==> src/rtl/isp_video_timing_gen.sv <==
// Video timing and test-pattern source for the ISP per_frame_*/per_img_* interface.
// Define VTG_PRBS_PATTERN_EN to make pattern 3 a per-frame reseeded 24-bit LFSR (otherwise pattern 3 = ramp).
module isp_video_timing_gen #(
  parameter int DATA_WIDTH = 8,
  parameter int H_ACTIVE   = 8,
  parameter int H_BLANK    = 4,
  parameter int V_ACTIVE   = 5,
  parameter int V_BLANK    = 2,
  parameter int HSYNC_W    = 1,
  parameter int VSYNC_W    = 1
) (
  input  logic                  clk_i,
  input  logic                  rst_n_i,
  input  logic                  en_i,
  input  logic [1:0]            pattern_sel_i,
  output logic                  per_frame_vsync_o,
  output logic                  per_frame_hsync_o,
  output logic                  per_frame_href_o,
  output logic [DATA_WIDTH-1:0] per_img_red_o,
  output logic [DATA_WIDTH-1:0] per_img_green_o,
  output logic [DATA_WIDTH-1:0] per_img_blue_o,
  output logic                  frame_done_o
);

  localparam int H_TOTAL = H_BLANK + H_ACTIVE;
  localparam int V_TOTAL = V_BLANK + V_ACTIVE;
  localparam int HW = (H_TOTAL > 1) ? $clog2(H_TOTAL) : 1;
  localparam int VW = (V_TOTAL > 1) ? $clog2(V_TOTAL) : 1;
  localparam logic [HW-1:0] H_LAST    = HW'(H_TOTAL - 1);
  localparam logic [VW-1:0] V_LAST    = VW'(V_TOTAL - 1);
  localparam logic [HW-1:0] H_BLANK_C = HW'(H_BLANK);
  localparam logic [HW-1:0] HSYNC_C   = HW'(HSYNC_W);
  localparam logic [VW-1:0] V_BLANK_C = VW'(V_BLANK);
  localparam logic [VW-1:0] VSYNC_C   = VW'(VSYNC_W);
  localparam logic [HW-1:0] BAR_DIV   = HW'(H_ACTIVE / 8);
  localparam logic [DATA_WIDTH-1:0] ONES = '1;

  typedef enum logic [1:0] {IDLE, RUN, STOP} state_e;

  state_e                state_q, state_d;
  logic [HW-1:0]         h_cnt_q, h_cnt_d;
  logic [VW-1:0]         v_cnt_q, v_cnt_d;
  logic [1:0]            pattern_q, pattern_d;
  logic                  vsync_q, vsync_d;
  logic                  hsync_q, hsync_d;
  logic                  href_q, href_d;
  logic [DATA_WIDTH-1:0] red_q, red_d;
  logic [DATA_WIDTH-1:0] green_q, green_d;
  logic [DATA_WIDTH-1:0] blue_q, blue_d;
  logic                  last_pix_q, last_pix_d;
  logic                  frame_done_q, frame_done_d;

  logic                  active;
  logic                  at_origin;
  logic                  frame_end;
  logic [HW-1:0]         x;
  logic                  y_lsb;
  logic [2:0]            bar;
  logic [DATA_WIDTH-1:0] ramp;

`ifdef VTG_PRBS_PATTERN_EN
  localparam logic [23:0] LFSR_SEED = 24'hACE1E5;
  logic [23:0] lfsr_q, lfsr_d;

  function automatic logic [DATA_WIDTH-1:0] to_dw(input logic [7:0] b);
    logic [DATA_WIDTH+7:0] ext;
    ext = {{DATA_WIDTH{1'b0}}, b};
    return ext[DATA_WIDTH-1:0];
  endfunction
`endif

  always_comb begin
    at_origin = (h_cnt_q == '0) && (v_cnt_q == '0);
    frame_end = (h_cnt_q == H_LAST) && (v_cnt_q == V_LAST);
    // A frame that has left the origin always runs to completion, whatever en does.
    active    = en_i || ((state_q != IDLE) && !at_origin);

    state_d = state_q;
    unique case (state_q)
      IDLE:    if (en_i) state_d = RUN;
      RUN:     if (!en_i) state_d = (at_origin || frame_end) ? IDLE : STOP;
      STOP:    if (en_i) state_d = RUN;
               else if (frame_end) state_d = IDLE;
      default: state_d = IDLE;
    endcase

    h_cnt_d = h_cnt_q;
    v_cnt_d = v_cnt_q;
    if (active) begin
      if (h_cnt_q == H_LAST) begin
        h_cnt_d = '0;
        v_cnt_d = (v_cnt_q == V_LAST) ? '0 : v_cnt_q + 1'b1;
      end else begin
        h_cnt_d = h_cnt_q + 1'b1;
      end
    end

    pattern_d = (active && at_origin) ? pattern_sel_i : pattern_q;

    x     = h_cnt_q - H_BLANK_C;
    y_lsb = v_cnt_q[0] ^ V_BLANK_C[0];
    bar   = 3'(x / BAR_DIV);
    ramp  = DATA_WIDTH'(x);

    hsync_d = active && (h_cnt_q < HSYNC_C);
    vsync_d = active && (v_cnt_q < VSYNC_C);
    href_d  = active && (h_cnt_q >= H_BLANK_C) && (v_cnt_q >= V_BLANK_C);

    red_d   = '0;
    green_d = '0;
    blue_d  = '0;
`ifdef VTG_PRBS_PATTERN_EN
    lfsr_d  = lfsr_q;
    if (active && at_origin) lfsr_d = LFSR_SEED;
`endif
    if (href_d) begin
      case (pattern_q)
        // Bar index bits map to absent channels: bit1 kills R, bit2 kills G, bit0 kills B.
        2'd0: begin
          red_d   = bar[1] ? '0 : ONES;
          green_d = bar[2] ? '0 : ONES;
          blue_d  = bar[0] ? '0 : ONES;
        end
        2'd2: begin
          red_d   = (x[0] ^ y_lsb) ? ONES : '0;
          green_d = red_d;
          blue_d  = red_d;
        end
`ifdef VTG_PRBS_PATTERN_EN
        2'd3: begin
          red_d   = to_dw(lfsr_q[23:16]);
          green_d = to_dw(lfsr_q[15:8]);
          blue_d  = to_dw(lfsr_q[7:0]);
          lfsr_d  = {lfsr_q[22:0], lfsr_q[23] ^ lfsr_q[22] ^ lfsr_q[21] ^ lfsr_q[16]};
        end
`endif
        default: begin
          red_d   = ramp;
          green_d = ramp;
          blue_d  = ramp;
        end
      endcase
    end

    last_pix_d   = active && frame_end;
    frame_done_d = last_pix_q;
  end

  always_ff @(posedge clk_i or negedge rst_n_i) begin
    if (!rst_n_i) begin
      state_q      <= IDLE;
      h_cnt_q      <= '0;
      v_cnt_q      <= '0;
      pattern_q    <= '0;
      vsync_q      <= 1'b0;
      hsync_q      <= 1'b0;
      href_q       <= 1'b0;
      red_q        <= '0;
      green_q      <= '0;
      blue_q       <= '0;
      last_pix_q   <= 1'b0;
      frame_done_q <= 1'b0;
    end else begin
      state_q      <= state_d;
      h_cnt_q      <= h_cnt_d;
      v_cnt_q      <= v_cnt_d;
      pattern_q    <= pattern_d;
      vsync_q      <= vsync_d;
      hsync_q      <= hsync_d;
      href_q       <= href_d;
      red_q        <= red_d;
      green_q      <= green_d;
      blue_q       <= blue_d;
      last_pix_q   <= last_pix_d;
      frame_done_q <= frame_done_d;
    end
  end

`ifdef VTG_PRBS_PATTERN_EN
  always_ff @(posedge clk_i or negedge rst_n_i) begin
    if (!rst_n_i) lfsr_q <= LFSR_SEED;
    else          lfsr_q <= lfsr_d;
  end
`endif

  assign per_frame_vsync_o = vsync_q;
  assign per_frame_hsync_o = hsync_q;
  assign per_frame_href_o  = href_q;
  assign per_img_red_o     = red_q;
  assign per_img_green_o   = green_q;
  assign per_img_blue_o    = blue_q;
  assign frame_done_o      = frame_done_q;

endmodule

==> config.mk <==
export PLATFORM = sky130hd
export DESIGN_NAME = isp_video_timing_gen
export DESIGN_NICKNAME = d
export VERILOG_FILES = /design/src/rtl/isp_video_timing_gen.sv
export SDC_FILE = /design/constraint.sdc
export NUM_CORES = 1
export LEC_CHECK = 0
export CAP_MARGIN = 40
export CORE_UTILIZATION = 45
export DETAILED_ROUTE_END_ITERATION = 16
export GPL_TIMING_DRIVEN = 1
export PLACE_DENSITY_LB_ADDON = 0.15
export SLEW_MARGIN = 20
export SYNTH_ARGS = -nofsm -noshare
export SYNTH_HDL_FRONTEND = slang
export SYNTH_SLANG_ARGS = --single-unit
==> constraint.sdc <==
create_clock -name clk_i -period 2.1 [get_ports clk_i]
set_clock_uncertainty 0.1 [all_clocks]
set_input_delay 0.525 -clock clk_i [delete_from_list [all_inputs] [get_ports clk_i]]
set_output_delay 0.525 -clock clk_i [all_outputs]
set_load 0.005 [all_outputs]
==> results of run 1 <==
## cell families after synthesis
logic type	count (synthesis)
XOR/XNOR	2
AO/OA/AOI/OAI	29
flip-flops	31
adder cells (fa/ha/maj)	5
multiplexers	5
AND/OR/NAND/NOR	42
buffers and inverters	22
## sequential cells by signal (all words and copies together), names as in the netlist
signal	count
per_img_blue_o	5
per_img_green_o	5
per_img_red_o	5
h_cnt_q	4
v_cnt_q	3
pattern_q	2
state_q	2
frame_done_d	1
frame_done_o	1
per_frame_href_o	1
per_frame_hsync_o	1
per_frame_vsync_o	1
## routing by layer
metal  track usage [%]  vias up  part of all wire [%]
met5                 0        -                     0
met3              5.90        4                   5.6
met2              28.9       36                    48
met4              7.31        0                   1.2
li1                  -      519                     -
met1              22.6      502                    45
## cells in the mapped netlist (all sizes together) (2+ instances only)
cell | number | area, sq um
or3 | 2 | 12.5
and3 | 3 | 21.3
nand3 | 3 | 15.0
ha | 5 | 62.6
dfrtp | 31 | 776
o21bai | 2 | 15.0
inv | 7 | 26.3
o21ai | 5 | 25.0
nand2 | 12 | 47.6
a21oi | 10 | 50.1
nor3 | 7 | 46.3
buf | 14 | 106
xnor2 | 2 | 17.5
nor2b | 2 | 12.5
a22o | 2 | 18.8
nand2b | 3 | 18.8
a211oi | 4 | 30.0
mux2 | 5 | 56.3
nor2 | 5 | 18.8
## power by group
group          internal (mW)  switching, mW  leakage (nW)
Sequential             0.809          0.243         0.405
Clock                  0.130          0.193        0.0293
Combinational          0.690          0.574         0.395
Total                   1.63           1.01         0.830
## area by class of cell
class / instances / area, sq um / area share (%)
clock buffers: 7 / 45.0 / 2.45
clock inverters: 1 / 5.00 / 0.272
inverters: 7 / 26.3 / 1.43
multi-input cells: 83 / 581 / 31.6
flip-flops and latches: 31 / 776 / 42.2
well taps: 44 / 55.1 / 3.00
repair buffers: 36 / 350 / 19.1
## how the worst min path moves through the flow
stage | startpoint | to | slack [ns]
6_report | frame_done_d$_DFF_PN0_ | frame_done_o$_DFF_PN0_ | 0.27
5_1_grt | frame_done_d$_DFF_PN0_ | frame_done_o$_DFF_PN0_ | 0.27
4_1_cts | frame_done_d$_DFF_PN0_ | frame_done_o$_DFF_PN0_ | 0.27
3_5_place_dp | frame_done_d$_DFF_PN0_ | frame_done_o$_DFF_PN0_ | 0.24
3_3_place_gp | frame_done_d$_DFF_PN0_ | frame_done_o$_DFF_PN0_ | 0.23
2_1_floorplan | rst_n_i | frame_done_d$_DFF_PN0_ | 0.13
## through the flow
step | hold slack [ns] | instances | setup slack, ns
4_1_cts | 0.267 | 209 | 0.213
3_3_place_gp | 0.235 | 201 | -0.0398
2_1_floorplan | 0.129 | 136 | 0.432
3_5_place_dp | 0.237 | 201 | -0.0659
6_report | 0.267 | 209 | 0.240
5_1_grt | 0.275 | 209 | 0.183
==> qor.yml, run 1 <==
sta:
  slew_violations: 0
  rsz0062_at_grt: "false"
  hold_violations: 0
  tightestPinTransition_ns: 0.475
  setup_viol: 0
  fmax_mhz: 538
  fin_setup_tns_ns: 0
  min_period_ns: 1.86
  period_share_pct: 88.6
  max_slew_margin_pct: 68.3
logic_synthesis:
  synth_ff_type: "dfrtp_1"
  yosysWarnings: 0
  synth_cells: 136
  synth_edf_count: 0
  synth_fa_ha_area_share_pct: 4.19
  syn_avg_cell_area_sq_um: 11.0
  ys_seq_area_share_pct: 52.0
  yosys.area_share.simple_pct: 16.3
  ys_async_sr_fraction_pct: 100
  yosys-mux-area-fraction_pct: 3.77
  synth_area_sq_um: 1490
  ys_types: 38
  synth.ff_latch_count: 31
  synth_top_family_by_area: "simple AND/OR/NAND/NOR gates"
  syn_nets: 146
  synthXorXnorAreaFrac_pct: 1.17
  synth_compound_area_share_pct: 13.5
clock_network:
  clkTransAtPathRegs_ns: 0.09
  cts_tree: "done"
  cts_made_buffers: 5
  htreeDepth: 2
  post_cts_resized: 0
  clk_latency_ns: 0.33
  cts_setup_buffers: 0
  cts.sinks: 31
  cts_hold_buf: 0
  cts-root-buf: "clkbuf_4"
  cts_buffer_depth: 2
detailed_routing:
  drtIter0Drc: 21
  viasPerCell: 5.08
  drt-pass1-iter-count: 4
  vias: 1061
  ant_nets: 0
  wl_um: 2680
  wl_per_cell_um: 12.8
  drc_errors: 0
power_and_ir_drop:
  p_leak_nw: 0.830
  power_mw: 2.64
  power_density_nw_per_um2: 1440
  ir_worst_vdd_mv: 0.576
place:
  placed_cell_area_sq_um: 1790
  io_buffer_count: 32
  hpwl_um: 1920
  place_congestion: 0.838
worst_setup_path:
  path_delay_family: "buffers and inverters"
  critical_path_depth: 1
  required_ns: 1.47
  crit_type: "flip-flop to output port"
  rr_endpoint: "h_cnt_q[1]$_DFFE_PN0P_"
  setup.worst_path.start: "per_img_blue_o[6]$_DFF_PN0_"
  cpPeakStageDelay_ns: 0.52
  cp_slowest_cell: "clkdlybuf4s50_1"
  crit_path_cell_trace: "clkdlybuf4s50_1"
  worstPathBufferInverterCount: 1
  reg2reg_slack_ns: 0.28
  cp-end-kind: "output port"
  r2r_start: "h_cnt_q[2]$_DFFE_PN0P_"
  rr_worst_depth: 5
  startpoint_type: "flip-flop"
  path_max_fanout: 4
  crit_path_end: "per_img_blue_o[4]"
  worstPathArrival_ns: 1.24
cells_and_area:
  final_area_sq_um: 1840
  final_cell_mix: "32 x clkdlybuf4s50_1, 31 x dfrtp_1, 11 x nand2_1, 10 x a21oi_1, 7 x inv_1"
  nFillCells: 287
  final_common_cell: "clkdlybuf4s50_1"
  drive_gt1_share_pct: 13.9
  num_antenna_cells: 0
  utilization_pct: 59.2
  syn2layout_area_growth_pct: 23.1
  nNetsFinal: 174
run:
  cap_violations: 0
die:
  die_area_sq_um: 3550
  die_y_um: 59.6
  io_pins: 33
  rows: 20
  initial_utilization_pct: 48.1
  core_area_sq_um: 3100
  fp.dieW_um: 59.6
hold_path:
  hold_class: "flip-flop to flip-flop"
  hold_depth: 0
global_routing:
  grt_pass1_vias: 1005
  antenna_found_initial: 0
  overflow: 0
  grt_max_degree: 32
  grt_pass1_wl_um: 4640
  grt_use_total_pct: 18.1
run_status:
  status: "complete, no violations"
(Power assumes the default switching activity.)
==> inputs of run 2 (changes only) <==
CORE_MARGIN = 4   (was unset)
CORE_UTILIZATION = 42   (was 45)
MAX_ROUTING_LAYER = met4   (was unset)
==> run 2 against run 1 <==
  * Clock-buffer cell count decreased by 1
  * Cell area grew 2.1%
  * Critical path depth did not move
  * Clock power increased by 49%
  * Via count decreased by 1.2%
  * Hold slack lost 0.012 ns
  * Non-clock buffer count is the same
  * Setup slack got worse by 0.010 ns
  * Sequential power is essentially flat
==> qor.yml, run 2 (synthesis results as in run 1) <==
die:
  die_y_um: 67.6
  io_pins: 33
  fp.dieW_um: 67.6
  core_area_sq_um: 3390
  initial_utilization_pct: 44.0
  rows: 21
  die_area_sq_um: 4570
clock_network:
  cts_setup_buffers: 0
  cts_hold_buf: 0
  cts_tree: "done"
  cts.sinks: 31
  htreeDepth: 2
  cts_buffer_depth: 2
  post_cts_resized: 0
  clkTransAtPathRegs_ns: 0.09
  cts_made_buffers: 5
  clk_latency_ns: 0.33
  cts-root-buf: "clkbuf_4"
cells_and_area:
  num_antenna_cells: 0
  final_common_cell: "clkdlybuf4s50_1"
  nNetsFinal: 174
  drive_gt1_share_pct: 15.2
  multi_input_area_sq_um: 581
  final_cell_mix: "32 x clkdlybuf4s50_1, 31 x dfrtp_1, 11 x nand2_1, 10 x a21oi_1, 7 x inv_1"
  final_area_sq_um: 1880
  seq_area_sq_um: 776
  nFillCells: 295
  syn2layout_area_growth_pct: 25.7
sta:
  rsz0062_at_grt: "false"
  setup_viol: 0
  period_share_pct: 89.1
  fmax_mhz: 535
  slew_violations: 0
  min_period_ns: 1.87
  tightestPinTransition_ns: 0.478
  hold_violations: 0
  max_slew_margin_pct: 68.1
  setup_ws_ns: 0.229
worst_setup_path:
  cpPeakStageDelay_ns: 0.52
  path_delay_family: "buffers and inverters"
  cp-end-kind: "output port"
  path_max_fanout: 4
  crit_path_cell_trace: "clkdlybuf4s50_1"
  startpoint_type: "flip-flop"
  crit_type: "flip-flop to output port"
  worstPathBufferInverterCount: 1
  required_ns: 1.47
  cp_slowest_cell: "clkdlybuf4s50_1"
  worstPathArrival_ns: 1.25
run:
  cap_violations: 0
global_routing:
  grt_use_total_pct: 14.8
  grt_max_degree: 32
  grt_pass1_vias: 1078
  antenna_found_initial: 0
  overflow: 0
  grt_pass1_wl_um: 4880
power_and_ir_drop:
  power_mw: 2.79
  power_density_nw_per_um2: 1490
  p_leak_nw: 0.849
  ir_worst_vdd_mv: 0.700
detailed_routing:
  wl_per_cell_um: 13.2
  ant_nets: 0
  wl_um: 2780
  vias: 1048
  drtIter0Drc: 34
  drt-pass1-iter-count: 4
  viasPerCell: 4.97
  drc_errors: 0
place:
  placed_cell_area_sq_um: 1790
  place_congestion: 0.815
  hpwl_um: 2140
  io_buffer_count: 32
  post-place-ws_ns: -0.0703
run_status:
  status: "complete, no violations"
hold_path:
  hold_class: "flip-flop to flip-flop"
## run 2: stage by stage
stage / utilization, % / hold WS [ns] / setup TNS, ns / instances
after global placement: 52.8 / 0.236 / -0.0818 / 203
after CTS: 55.4 / 0.257 / 0 / 211
after detailed placement: 52.8 / 0.236 / -0.254 / 203
after global routing: 55.4 / 0.261 / 0 / 211
after floorplan: - / 0.129 / 0 / 136
final: 55.4 / 0.254 / 0 / 211
## run 2: layout make-up
class	count	share of cell area (%)
multi-input cells	83	30.9
repair buffers	36	18.7
well taps	46	3.07
inverters	7	1.40
clock buffers	6	2.73
clock inverters	2	1.87
flip-flops and latches	31	41.3
## run 2: routing by layer
metal	part of all wire, %	vias to the layer above	global-route usage [%]	wire length [um]
met5	0	-	-	0
met4	1.7	0	7.59	46
met3	7.5	5	3.66	208
met2	49	38	24.2	1360
met1	42	485	16.7	1170
li1	-	520	-	-
## run 2: path summary, 6_finish.rpt
check	startpoint	end	slack, ns	depth (start not counted)
hold / removal	frame_done_d$_DFF_PN0_	frame_done_o$_DFF_PN0_	0.25	0
hold reg to reg	frame_done_d$_DFF_PN0_	frame_done_o$_DFF_PN0_	0.25	0
min in group asynchronous	rst_n_i	per_img_red_o[0]$_DFF_PN0_	0.47	2
setup / recovery	per_img_blue_o[6]$_DFF_PN0_	per_img_blue_o[7]	0.23	1
setup reg to reg	h_cnt_q[2]$_DFFE_PN0P_	h_cnt_q[0]$_DFFE_PN0P_	0.32	5
max in group asynchronous	rst_n_i	per_frame_vsync_o$_DFF_PN0_	1.15	2
## run 2: where the power goes
group,switching [mW],internal (mW)
sequential,0.259,0.809
clock,0.200,0.281
combinational,0.559,0.683
total,1.02,1.77
==> inputs of run 3 (changes only) <==
SETUP_SLACK_MARGIN = 0.3   (was unset)
SLEW_MARGIN = unset   (was 20)
==> run 3 against run 2 <==
  * Fmax increased by 7.8%
  * Clock power about the same
  * Cell area increased by 1.4%
  * Critical endpoint unchanged
  * Sequential share of layout area decreased by 0.51 points
  * Critical path type unchanged
  * Power decreased by 2.2%
  * Largest power group unchanged
  * Highest routed layer unchanged
  * Clock-buffer cell count unchanged
  * Flip-flop and latch count unchanged
  * Combinational power decreased by 5%
  * Largest cell class unchanged
==> qor.yml, run 3 (synthesis results as in run 1) <==
worst_setup_path:
  rr_worst_depth: 5
  crit_type: "flip-flop to output port"
  startpoint_type: "flip-flop"
  worstPathArrival_ns: 1.11
  path_max_fanout: 3
  required_ns: 1.47
  cp-end-kind: "output port"
global_routing:
  grt_max_degree: 32
  grt_pass1_vias: 1080
  grt_use_total_pct: 14.9
  overflow: 0
  antenna_found_initial: 0
  grt_pass1_wl_um: 4910
cells_and_area:
  syn2layout_area_growth_pct: 27.5
  utilization_pct: 56.1
  num_antenna_cells: 0
  final_common_cell: "dfrtp_1"
  nNetsFinal: 176
  drive_gt1_share_pct: 19.8
  final_cell_mix: "30 x dfrtp_1, 18 x dlygate4sd2_1, 11 x nand2_1, 10 x a21oi_1, 8 x dlymetal6s2s_1"
power_and_ir_drop:
  power_density_nw_per_um2: 1430
  p_leak_nw: 1.06
  ir_worst_vdd_mv: 0.719
die:
  core_area_sq_um: 3390
  initial_utilization_pct: 44.0
  die_area_sq_um: 4570
  die_y_um: 67.6
  rows: 21
  fp.dieW_um: 67.6
  io_pins: 33
hold_path:
  hold_class: "flip-flop to flip-flop"
  hold_depth: 0
sta:
  rsz0062_at_grt: "true"
  fmax_mhz: 576
  hold-worst-slack_ns: 0.254
  period_share_pct: 82.7
  tightestPinTransition_ns: 0.475
  setup_viol: 0
  hold_violations: 0
  slew_violations: 0
  max_slew_margin_pct: 68.3
  min_period_ns: 1.74
detailed_routing:
  wl_um: 2890
  drc_errors: 0
  wl_per_cell_um: 13.6
  vias: 1083
  viasPerCell: 5.08
  drt-pass1-iter-count: 4
  ant_nets: 0
  drtIter0Drc: 42
run_status:
  status: "complete, no violations"
run:
  cap_violations: 0
clock_network:
  cts_buffer_depth: 2
  cts_hold_buf: 0
  cts_made_buffers: 5
  clkTransAtPathRegs_ns: 0.09
  cts.sinks: 31
  htreeDepth: 2
  cts-root-buf: "clkbuf_4"
  cts_tree: "done"
  clk_latency_ns: 0.33
place:
  place_congestion: 0.815
  hpwl_um: 2140
  io_buffer_count: 32
-- run 3: worst paths after layout --
kind / startpoint / end / slack [ns]
worst max-delay path: per_img_blue_o[6]$_DFF_PN0_ / per_img_blue_o[7] / 0.36
worst min-delay path: frame_done_d$_DFF_PN0_ / frame_done_o$_DFF_PN0_ / 0.25
worst max register to register: h_cnt_q[0]$_DFFE_PN0P_ / h_cnt_q[0]$_DFFE_PN0P_ / 0.42
worst min register to register: frame_done_d$_DFF_PN0_ / frame_done_o$_DFF_PN0_ / 0.25
max in group asynchronous: rst_n_i / h_cnt_q[0]$_DFFE_PN0P_ / 1.13
min in group asynchronous: rst_n_i / per_img_red_o[0]$_DFF_PN0_ / 0.47
-- run 3: timing repair --
item / in CTS / in global routing
gates resized for setup: 21 / 15
endpoints found under the setup margin: 21 / 21
setup buffers: 2 / 0
-- run 3: critical path, stage by stage (launching register included) --
cell	delay, ns
dfrtp_1	0.39
buf_4	0.14
dlygate4sd2_1	0.26
-- run 3: metrics by stage --
step / TNS, ns / cell area (sq um) / total power, mW / setup slack [ns] / instances
floorplan: 0 / 1490 / 1.89 / 0.432 / 136
global placement: -0.0818 / 1790 / 2.29 / -0.0341 / 203
detailed placement: -0.254 / 1790 / 2.34 / -0.0703 / 203
CTS: 0 / 1870 / 2.75 / 0.300 / 213
global route: 0 / 1900 / 2.96 / 0.299 / 213
finish: 0 / 1900 / 2.73 / 0.364 / 213
-- run 3: power by group --
| part | switching (mW) | internal, mW |
|---|---|---|
| combinational | 0.571 | 0.609 |
| clock | 0.202 | 0.281 |
| sequential | 0.256 | 0.811 |
| total | 1.03 | 1.70 |
-- run 3: final cells by class --
class	count	area [sq um]
flip-flops and latches	31	777
repair buffers	38	363
multi-input cells	83	593
inverters	7	26.3
well taps	46	57.6
clock buffers	6	51.3
fillers	307	1490
clock inverters	2	35.0
-- run 3: routing by layer --
| metal | vias to the layer above | global-route usage [%] | part of all wire, % |
|---|---|---|---|
| met5 | - | - | 0 |
| met4 | 0 | 7.59 | 1.6 |
| met3 | 5 | 3.66 | 7.2 |
| met2 | 36 | 24.3 | 49 |
| met1 | 518 | 16.9 | 42 |
| li1 | 524 | - | - |
